<file path="config.mk">
export PLATFORM = sky130hd
export DESIGN_NAME = sparc_psr_unit
export DESIGN_NICKNAME = d
export VERILOG_FILES = /design/src/rtl/sparc_psr_unit.sv
export SDC_FILE = /design/constraint.sdc
export NUM_CORES = 1
export LEC_CHECK = 0
export CAP_MARGIN = 20
export CELL_PAD_IN_SITES_DETAIL_PLACEMENT = 0
export CELL_PAD_IN_SITES_GLOBAL_PLACEMENT = 2
export CORE_MARGIN = 2
export CORE_UTILIZATION = 18
export CTS_BUF_LIST = sky130_fd_sc_hd__clkbuf_4
export DETAILED_ROUTE_END_ITERATION = 7
export GPL_TIMING_DRIVEN = 0
export HOLD_SLACK_MARGIN = 0.08
export PLACE_DENSITY_LB_ADDON = 0.1
export SLEW_MARGIN = 20
export SYNTH_ARGS = -nofsm -noshare
export SYNTH_HDL_FRONTEND = slang
export SYNTH_SLANG_ARGS = --single-unit
</file>
<file path="constraint.sdc">
create_clock -name clk -period 2.9 [get_ports clk]
set_input_delay 0.58 -clock clk [delete_from_list [all_inputs] [get_ports clk]]
set_output_delay 0.58 -clock clk [all_outputs]
set_load 0.01 [all_outputs]
</file>
<file path="src/rtl/sparc_psr_unit.sv">
// SPARC Processor State Register and Window Invalid Mask.
// Latches ALU condition codes and returns the registered carry to the ALU.
// Tracks CWP for SAVE/RESTORE/RETT/trap entry, with WIM checks and fault pulses.
// Optional macro WRPSR_DELAY_EN: WRPSR commits on the third rising edge after the request.
module sparc_psr_unit #(
  parameter int unsigned NWINDOWS = 8,
  parameter logic [3:0]  IMPL     = 4'h0,
  parameter logic [3:0]  VER      = 4'h0
) (
  input  logic        clk,
  input  logic        reset,
  input  logic        icc_we,
  input  logic        N_in,
  input  logic        Z_in,
  input  logic        V_in,
  input  logic        C_in,
  input  logic        save,
  input  logic        restore,
  input  logic        rett,
  input  logic        trap_entry,
  input  logic        wrpsr_en,
  input  logic [31:0] wrpsr_data,
  input  logic        wrwim_en,
  input  logic [31:0] wrwim_data,
  output logic [31:0] psr_out,
  output logic [31:0] wim_out,
  output logic        carry_out,
  output logic        win_ovf,
  output logic        win_unf,
  output logic        priv_err,
  output logic        illegal_err
);

  localparam int unsigned CWP_W = 5;
  localparam int unsigned FLD_W = 16;
  localparam logic [CWP_W-1:0] CWP_MAX = CWP_W'(NWINDOWS - 1);
  localparam logic [31:0] WIM_MASK = 32'((64'(1) << NWINDOWS) - 64'(1));

  logic [3:0]       icc_q, icc_n;
  logic [3:0]       pil_q, pil_n;
  logic             s_q, s_n;
  logic             ps_q, ps_n;
  logic             et_q, et_n;
  logic [CWP_W-1:0] cwp_q, cwp_n;
  logic [31:0]      wim_q, wim_n;
  logic             ovf_n, unf_n, priv_n, ill_n;

  logic [CWP_W-1:0] cwp_dec, cwp_inc;
  logic [2:0]       ev_cnt;
  logic             multi_ev, trap_go, req_ok, commit;
  logic [FLD_W-1:0] req_fields, commit_fields;
  logic             unused_wrpsr_bits;

  // Writable PSR fields of the request: {icc, PIL, S, PS, ET, CWP}
  assign req_fields        = {wrpsr_data[23:20], wrpsr_data[11:0]};
  assign unused_wrpsr_bits = ^{wrpsr_data[31:24], wrpsr_data[19:12]};

  assign cwp_dec = (cwp_q == '0) ? CWP_MAX : cwp_q - CWP_W'(1);
  assign cwp_inc = (cwp_q == CWP_MAX) ? '0 : cwp_q + CWP_W'(1);

  assign ev_cnt   = 3'(save) + 3'(restore) + 3'(rett) + 3'(trap_entry);
  assign multi_ev = (ev_cnt > 3'd1);
  assign trap_go  = trap_entry && !multi_ev;
  assign req_ok   = wrpsr_en && s_q && ({1'b0, wrpsr_data[4:0]} < 6'(NWINDOWS));

`ifdef WRPSR_DELAY_EN
  logic [1:0]       pend_cnt_q, pend_cnt_n;
  logic [FLD_W-1:0] pend_fields_q, pend_fields_n;

  // Delayed-write countdown; a fresh request replaces the pending one, trap cancels it
  always_comb begin
    pend_cnt_n    = pend_cnt_q;
    pend_fields_n = pend_fields_q;
    commit        = (pend_cnt_q == 2'd1) && !req_ok && !trap_go;
    commit_fields = pend_fields_q;
    if (trap_go) begin
      pend_cnt_n = 2'd0;
    end else if (req_ok) begin
      pend_cnt_n    = 2'd2;
      pend_fields_n = req_fields;
    end else if (pend_cnt_q != 2'd0) begin
      pend_cnt_n = pend_cnt_q - 2'd1;
    end
  end

  // Pending-write registers
  always_ff @(posedge clk) begin
    if (reset) begin
      pend_cnt_q    <= 2'd0;
      pend_fields_q <= '0;
    end else begin
      pend_cnt_q    <= pend_cnt_n;
      pend_fields_q <= pend_fields_n;
    end
  end
`else
  assign commit        = req_ok;
  assign commit_fields = req_fields;
`endif

  // Next-state: lowest priority first so later updates overwrite their fields
  always_comb begin
    icc_n  = icc_q;
    pil_n  = pil_q;
    s_n    = s_q;
    ps_n   = ps_q;
    et_n   = et_q;
    cwp_n  = cwp_q;
    wim_n  = wim_q;
    ovf_n  = 1'b0;
    unf_n  = 1'b0;
    priv_n = 1'b0;
    ill_n  = 1'b0;

    if (icc_we) icc_n = {N_in, Z_in, V_in, C_in};

    if (multi_ev) begin
      ill_n = 1'b1;
    end else if (save) begin
      if (wim_q[cwp_dec]) ovf_n = 1'b1;
      else                cwp_n = cwp_dec;
    end else if (restore) begin
      if (wim_q[cwp_inc]) unf_n = 1'b1;
      else                cwp_n = cwp_inc;
    end else if (rett) begin
      if (!s_q || et_q) begin
        priv_n = 1'b1;
      end else if (wim_q[cwp_inc]) begin
        unf_n = 1'b1;
      end else begin
        cwp_n = cwp_inc;
        s_n   = ps_q;
        et_n  = 1'b1;
      end
    end

    if (wrpsr_en && !s_q)  priv_n = 1'b1;
    else if (wrpsr_en && !req_ok) ill_n = 1'b1;

    if (commit) begin
      icc_n = commit_fields[15:12];
      pil_n = commit_fields[11:8];
      s_n   = commit_fields[7];
      ps_n  = commit_fields[6];
      et_n  = commit_fields[5];
      cwp_n = commit_fields[4:0];
    end

    if (trap_go) begin
      cwp_n = cwp_dec;
      ps_n  = s_q;
      s_n   = 1'b1;
      et_n  = 1'b0;
    end

    if (wrwim_en) begin
      if (!s_q) priv_n = 1'b1;
      else      wim_n  = wrwim_data & WIM_MASK;
    end
  end

  // State and fault-pulse registers
  always_ff @(posedge clk) begin
    if (reset) begin
      icc_q       <= '0;
      pil_q       <= '0;
      s_q         <= 1'b1;
      ps_q        <= 1'b0;
      et_q        <= 1'b0;
      cwp_q       <= '0;
      wim_q       <= '0;
      win_ovf     <= 1'b0;
      win_unf     <= 1'b0;
      priv_err    <= 1'b0;
      illegal_err <= 1'b0;
    end else begin
      icc_q       <= icc_n;
      pil_q       <= pil_n;
      s_q         <= s_n;
      ps_q        <= ps_n;
      et_q        <= et_n;
      cwp_q       <= cwp_n;
      wim_q       <= wim_n;
      win_ovf     <= ovf_n;
      win_unf     <= unf_n;
      priv_err    <= priv_n;
      illegal_err <= ill_n;
    end
  end

  assign psr_out   = {IMPL, VER, icc_q, 6'b0, 1'b0, 1'b0, pil_q, s_q, ps_q, et_q, cwp_q};
  assign wim_out   = wim_q;
  assign carry_out = icc_q[0];

endmodule
</file>
# ---- Word-level counts from Yosys, hierarchy flattened
# Cells that the tools add are included.
dict set report totals {
  ff_bits 28
  latchBits 0
  ram_bits 0
  romBits 0
  in_bits 77
  out_inout_bits 69
  wordCells 99
  memories 0
}
dict set report classes {
  add_sub_neg 5
  mul 0
  div 0
  n_lt_le_gt_ge 4
  eq_ne 9
  shifts 0
  n_mux 49
  n_bitwise 1
  reduce_logical 20
}
# op n
set op_table {}
lappend op_table {{$mux 5} 11}
lappend op_table {{$mux 1} 34}
lappend op_table {{$lt 5x6->1 const B} 2}
lappend op_table {{$bmux 1 s5} 2}
lappend op_table {{$mux 4} 2}
lappend op_table {{$ne 2x1->1 const B} 3}
lappend op_table {{$reduce_and 6->1} 1}
lappend op_table {{$reduce_bool 2->1} 3}
lappend op_table {{$reduce_or 3->1} 2}
lappend op_table {{$add 5x1->5 const B} 1}
lappend op_table {{$eq 5x3->1 const B} 1}
lappend op_table {{$logic_and 1x1->1} 5}
lappend op_table {{$logic_not 5->1} 1}
lappend op_table {{$lt 5x4->1 const B} 1}
lappend op_table {{$ne 5x5->1 const B} 1}
lappend op_table {{$reduce_bool 5->1} 1}
lappend op_table {{$sub 5x1->5 const B} 1}
lappend op_table {{$ne 2x2->1 const B} 2}
lappend op_table {{$ne 4x4->1 const B} 1}
lappend op_table {{$reduce_and 4->1} 1}
lappend op_table {{$add 2x1->3} 1}
lappend op_table {{$add 3x1->3} 1}
lappend op_table {{$gt 3x1->1 const B} 1}
lappend op_table {{$logic_not 1->1} 3}
lappend op_table {{other kinds (6)} 6}

# ---- Depth between registers and ports, before layout
dict set report logic_depth {
  word_depth 12
  ltp_mapped 11
  mapped_depth_nobuf 8
}

# ---- Worst setup path before layout
# OpenSTA, ideal clock, no wires.
dict set report synth_path {
  path_type {in2reg}
  from {input save}
  to {register cwp_q[4]}
  setup_ps 121
  t_arrival_ps 2584
  required_time_ps 2779
  slack_ps 195
  stages 9
  path_buffers 1
  cell_sequence {clkbuf_1 > inv_1 > fa_1 > nand2b_1 > nand2_1 > a31o_2 > a31oi_1 > o2bb2ai_4 > mux2_4}
}
dict set report synth_between {
  elab_chain_len 8
}
# element line
set synth_rtl {}
lappend synth_rtl {{from (decl)} 17} ;# input logic save,
lappend synth_rtl {{$add 1x1->2} 61} ;# assign ev_cnt = 3'(save) + 3'(restore) + 3'(rett) + 3'(trap_entry);
lappend synth_rtl {{$add 2x1->3} 61}
lappend synth_rtl {{$add 3x1->3} 61}
lappend synth_rtl {{$gt 3x1->1} 62} ;# assign multi_ev = (ev_cnt > 3'd1);
lappend synth_rtl {{$logic_not 1->1} 63} ;# assign trap_go = trap_entry && !multi_ev;
lappend synth_rtl {{$logic_and 1x1->1} 63}
lappend synth_rtl {{$ne 5x5->1 (no source line), or another cell as far along} n/a}
lappend synth_rtl {{$reduce_and 4->1 (no source line)} n/a}
lappend synth_rtl {{to (signal assigned)} 182} ;# cwp_q <= cwp_n;
lappend synth_rtl {{to (decl)} 44} ;# logic [CWP_W-1:0] cwp_q, cwp_n;
# Several ways; a longest one is shown, not always the timed one. The select of a mux whose other input is x is not followed.
# A chain may end at the register's enable or synchronous reset.

# ---- Worst setup path in the final report
dict set report layout_path {
  from {register cwp_q[0]}
  to {register cwp_q[4]}
}
dict set report layout_between {
  elab_chain_len 12
}
# element line
set layout_rtl {}
lappend layout_rtl {{$add 5x1->5 or $eq 5x3->1 (tied branches)} 59} ;# assign cwp_inc = (cwp_q == CWP_MAX) ? '0 : cwp_q + CWP_W'(1);
lappend layout_rtl {{$mux 5} 59}
lappend layout_rtl {{$bmux 1 s5} {123, 128}}
lappend layout_rtl {{$mux 1 (implied by the code)} {123, 128}}
lappend layout_rtl {{$mux 5} {123, 128}}
lappend layout_rtl {{$mux 5} 126} ;# if (!s_q || et_q) begin
lappend layout_rtl {{$mux 5} 125} ;# end else if (rett) begin
lappend layout_rtl {{$mux 5} 122} ;# end else if (restore) begin
lappend layout_rtl {{$mux 5} 119} ;# end else if (save) begin
lappend layout_rtl {{$mux 5} 117} ;# if (multi_ev) begin
lappend layout_rtl {{$mux 5} 140} ;# if (commit) begin
lappend layout_rtl {{$mux 5} 149} ;# if (trap_go) begin
# Several ways; a longest one is shown, not always the timed one. The select of a mux whose other input is x is not followed.

==> summary.md <==
| Metric | Value |
|---|---|
| Status | `finished with violations` |
| Failing checks | `DRC` |
| # DRC | `1` |
| Critical path buffer and inverter count | `4` |
| Worst Path Max Fanout | `10` |
| Wl on met1 | `3.13 mm` |
| # fillers | `1283` |
| Hold Path Sink | `pil_q[3]` |
| Max-cap check violation count | `0` |
| Register Area | `561 um^2` |
| P&R area growth vs syn | `48.5%` |
| Hold path start | `pil_q[3]` |
| Starting Density | `0.186` |
| Most used cell, CP | `buf_4` |
| Clock latency on the worst-skew pair | `360 ps` |
| Slowest stage delay, CP | `520 ps` |
| Met3 wire length | `519 um` |
| Die Span Y | `113 um` |
| Row cnt | `39` |
| CTS Buf Count | `3` |
| Hold_buf cts | `0` |
| CTS tree | `built` |
| Final HPWL DP | `5.63 mm` |
| Worst-path clk slew | `190 ps` |
| Cells along the critical path | `buf_4 > buf_2 > inv_1 > ha_1 > buf_4 > or4b_4 > a21boi_0 > o21ai_1 > a21boi_2 > o2bb2ai_4 > mux2_4` |
| Routed length on met2 | `3.40 mm` |
| Sum of negative setup slack | `0 ps` |
| # setup viols final | `0` |
| First-pass iteration count of the detailed router | `8` |
| Final Cycle Share | `0.944` |
| Nature of the critical path endpoint | `register` |
| GP Congestion | `0.786` |
| Register area share after synthesis | `0.262` |
| Initial antenna violation count | `0` |
| Pleak | `1.36 nW` |
| Syn Area/Cell | `7.81 um^2` |
| Port Buffer Count | `61` |
| DR WL/cell | `13.5 um` |
| Most common flop cell mapped by yosys | `dfxtp_1` |
| WHS Path Cells | `2` |
| N_diodes | `0` |
| Starting DRT DRC Count | `67` |
| FF+latch count, synth | `28` |
| I/O Pins | `146` |
| Final ANT Viol Nets | `0` |
| Slew Limit Fails | `0` |
| Footprint of the multi-input gates | `1280 um^2` |
| Fin nets | `463` |
| Total wire length | `7.09 mm` |
| Longest Clk Path Bufs | `2` |
| Floorplan Core Area | `11500 um^2` |
| Post-synth ARST share | `0` |
| Setup Skew | `6.34 ps` |
| Hold Fails Final Rpt | `0` |
| Slew @ Worst Pin | `574 ps` |
| Hold Path Class | `reg -> reg` |
| Highest routed layer | `met4` |
| Post-Synthesis Cells | `274` |
| Crit-path slowest cell | `or4b_4` |
| First-pass GRT wire length | `11.1 mm` |
| FF-to-FF End | `cwp_q[4]` |
| Cell variety after synth | `52` |
| Largest net degree at the start of global routing | `17` |
| Crit start category | `register` |
| Unrepaired setup endpoints after global routing | `no` |
| Warnings from Yosys | `0` |
| Finished Layout Cells | `524` |
| Root buf cell | `clkbuf_4` |
| Worst EP required | `3180 ps` |
| Power per cell area | `468 nW/um^2` |
| CP Launch Point | `cwp_q[0]` |
| EDFF count, synth | `0` |
| Minimum clock period | `2740 ps` |
| CTS sink cnt | `28` |
| Die ar. | `12800 um^2` |
| Total GRT Usage | `0.110` |
| CTS H-tree depth | `1` |
| Layout cells sized above 1 | `0.181` |
| Delay-heaviest family, CP | `compound AO/OA/AOI/OAI gates` |
| Overall Power | `0.00149 W` |
| Flop-to-flop setup slack | `160 ps` |
| Max Clk Rate | `365 MHz` |
| Vias in the first global route | `2090` |
| Number of cells on the worst reg-to-reg path | `11` |
| Via/cell ratio | `4.05` |
| Post-Place Cells | `517` |
| Relative slew slack | `0.617` |
| Post-Syn Area | `2140 um^2` |
| Min Hold Slack | `472 ps` |
| VDD IR max | `0.188 mV` |
| Overflow after GRT | `0` |
| Type of the worst setup path | `reg -> reg` |
| Via Count | `2124` |
| Critical path arrival | `3020 ps` |
| Die X | `113 um` |
| Reg2reg start | `cwp_q[0]` |
Yosys cell counts (3+ instances only):
| master | n | share of area |
|---|---|---|
| xor2_1 | 3 | 0.012 |
| and3_1 | 3 | 0.0088 |
| a31oi_1 | 6 | 0.018 |
| nor2_1 | 17 | 0.030 |
| o211ai_1 | 6 | 0.021 |
| nand3_1 | 14 | 0.033 |
| buf_4 | 45 | 0.16 |
| a21oi_1 | 17 | 0.040 |
| nor3_1 | 5 | 0.012 |
| clkbuf_1 | 10 | 0.018 |
| dfxtp_1 | 28 | 0.26 |
| buf_2 | 6 | 0.014 |
| o21ai_0 | 10 | 0.023 |
| a211oi_1 | 4 | 0.014 |
| mux2i_1 | 12 | 0.056 |
| inv_1 | 8 | 0.014 |
| nand2_1 | 26 | 0.046 |
| nor2b_1 | 5 | 0.015 |
| ha_1 | 3 | 0.018 |
| a22oi_1 | 4 | 0.014 |
sequential cells by signal, indices dropped and copies added (netlist names):
signal       flops
icc_q            4
ps_q             1
illegal_err      1
et_q             1
wim_out          8
cwp_q            5
s_q              1
pil_q            4
priv_err         1
win_ovf          1
win_unf          1
cells by family after synthesis:
| logic type | synth area share |
|---|---|
| adder cells (fa/ha/maj) | 0.0269 |
| buffers and inverters | 0.214 |
| other | 0.00175 |
| flip-flops | 0.262 |
| AO/OA/AOI/OAI | 0.226 |
| XOR/XNOR | 0.0205 |
| AND/OR/NAND/NOR | 0.181 |
| multiplexers | 0.0684 |
final cells by class:
type / instances / share of cell area
plain buffers: 64 / 0.135
clock buffers: 3 / 0.00709
clock inverters: 1 / 0.00945
inverters: 9 / 0.0106
multi-input cells: 212 / 0.402
flip-flops and latches: 28 / 0.176
well taps: 143 / 0.0563
repair buffers: 64 / 0.203
worst register-to-register path, stage by stage, from the launching register on:
cell,delay [ps]
dfxtp_1,370
buf_4,180
buf_2,190
inv_1,70
ha_1,140
buf_4,170
or4b_4,520
a21boi_0,190
o21ai_1,100
a21boi_2,220
o2bb2ai_4,200
mux2_4,320
cell usage in the layout (no fill, tap or decap), types with 3 or more instances in the layout:
cell              n
clkdlybuf4s50_1  61
buf_4            48
conb_1           40
dfxtp_1          28
nand2_1          26
nor2_1           17
a21oi_1          17
nand3_1          14
mux2i_1          12
o21ai_0          10
clkbuf_1          9
inv_1             8
a31oi_1           6
o211ai_1          6
buf_2             5
nor3_1            5
a22oi_1           4
nor2b_1           4
a211oi_1          4
and3_1            3
xor2_1            3
ha_1              3
clkbuf_4          3
through the flow:
stage               area (um^2)  setup slack, ps  utilization
floorplan                  2290              195            -
global route               3180             16.3        0.276
finish                     3180              161        0.276
CTS                        3140             22.4        0.272
global placement           3080             -273        0.267
detailed placement         3080             -236        0.267
report_power, final:
group          switching [W]  total, W  internal, W
Sequential         0.0000305  0.000450     0.000419
Combinational       0.000378  0.000750     0.000372
Clock               0.000146  0.000286     0.000140
Total               0.000554   0.00149     0.000931
layer usage:
metal	global-route usage	vias up
met1	0.135	972
met2	0.188	64
met3	0.0380	2
met5	0	-
met4	0.0203	0
li1	-	1086
worst max path at each step:
| stage | to | slack (ps) | depth (start not counted) |
|---|---|---|---|
| final | cwp_q[4] | 160 | 11 |
| after floorplan | cwp_q[4] | 190 | 9 |
| after global routing | cwp_q[3] | 20 | 9 |
| after detailed placement | cwp_q[2] | -240 | 10 |
| after global placement | cwp_q[2] | -270 | 10 |
| after CTS | cwp_q[4] | 20 | 11 |
what timing repair did:
| action | in CTS | in global routing |
|---|---|---|
| setup buffers | 0 | 3 |
| hold endpoints to repair | 0 | 0 |
| setup endpoints to repair | 1 | 2 |
| gates cloned | 0 | 0 |
| pin swaps | 0 | 3 |
| resized for setup | 1 | 6 |
Power figures use the tool's default switching activity.
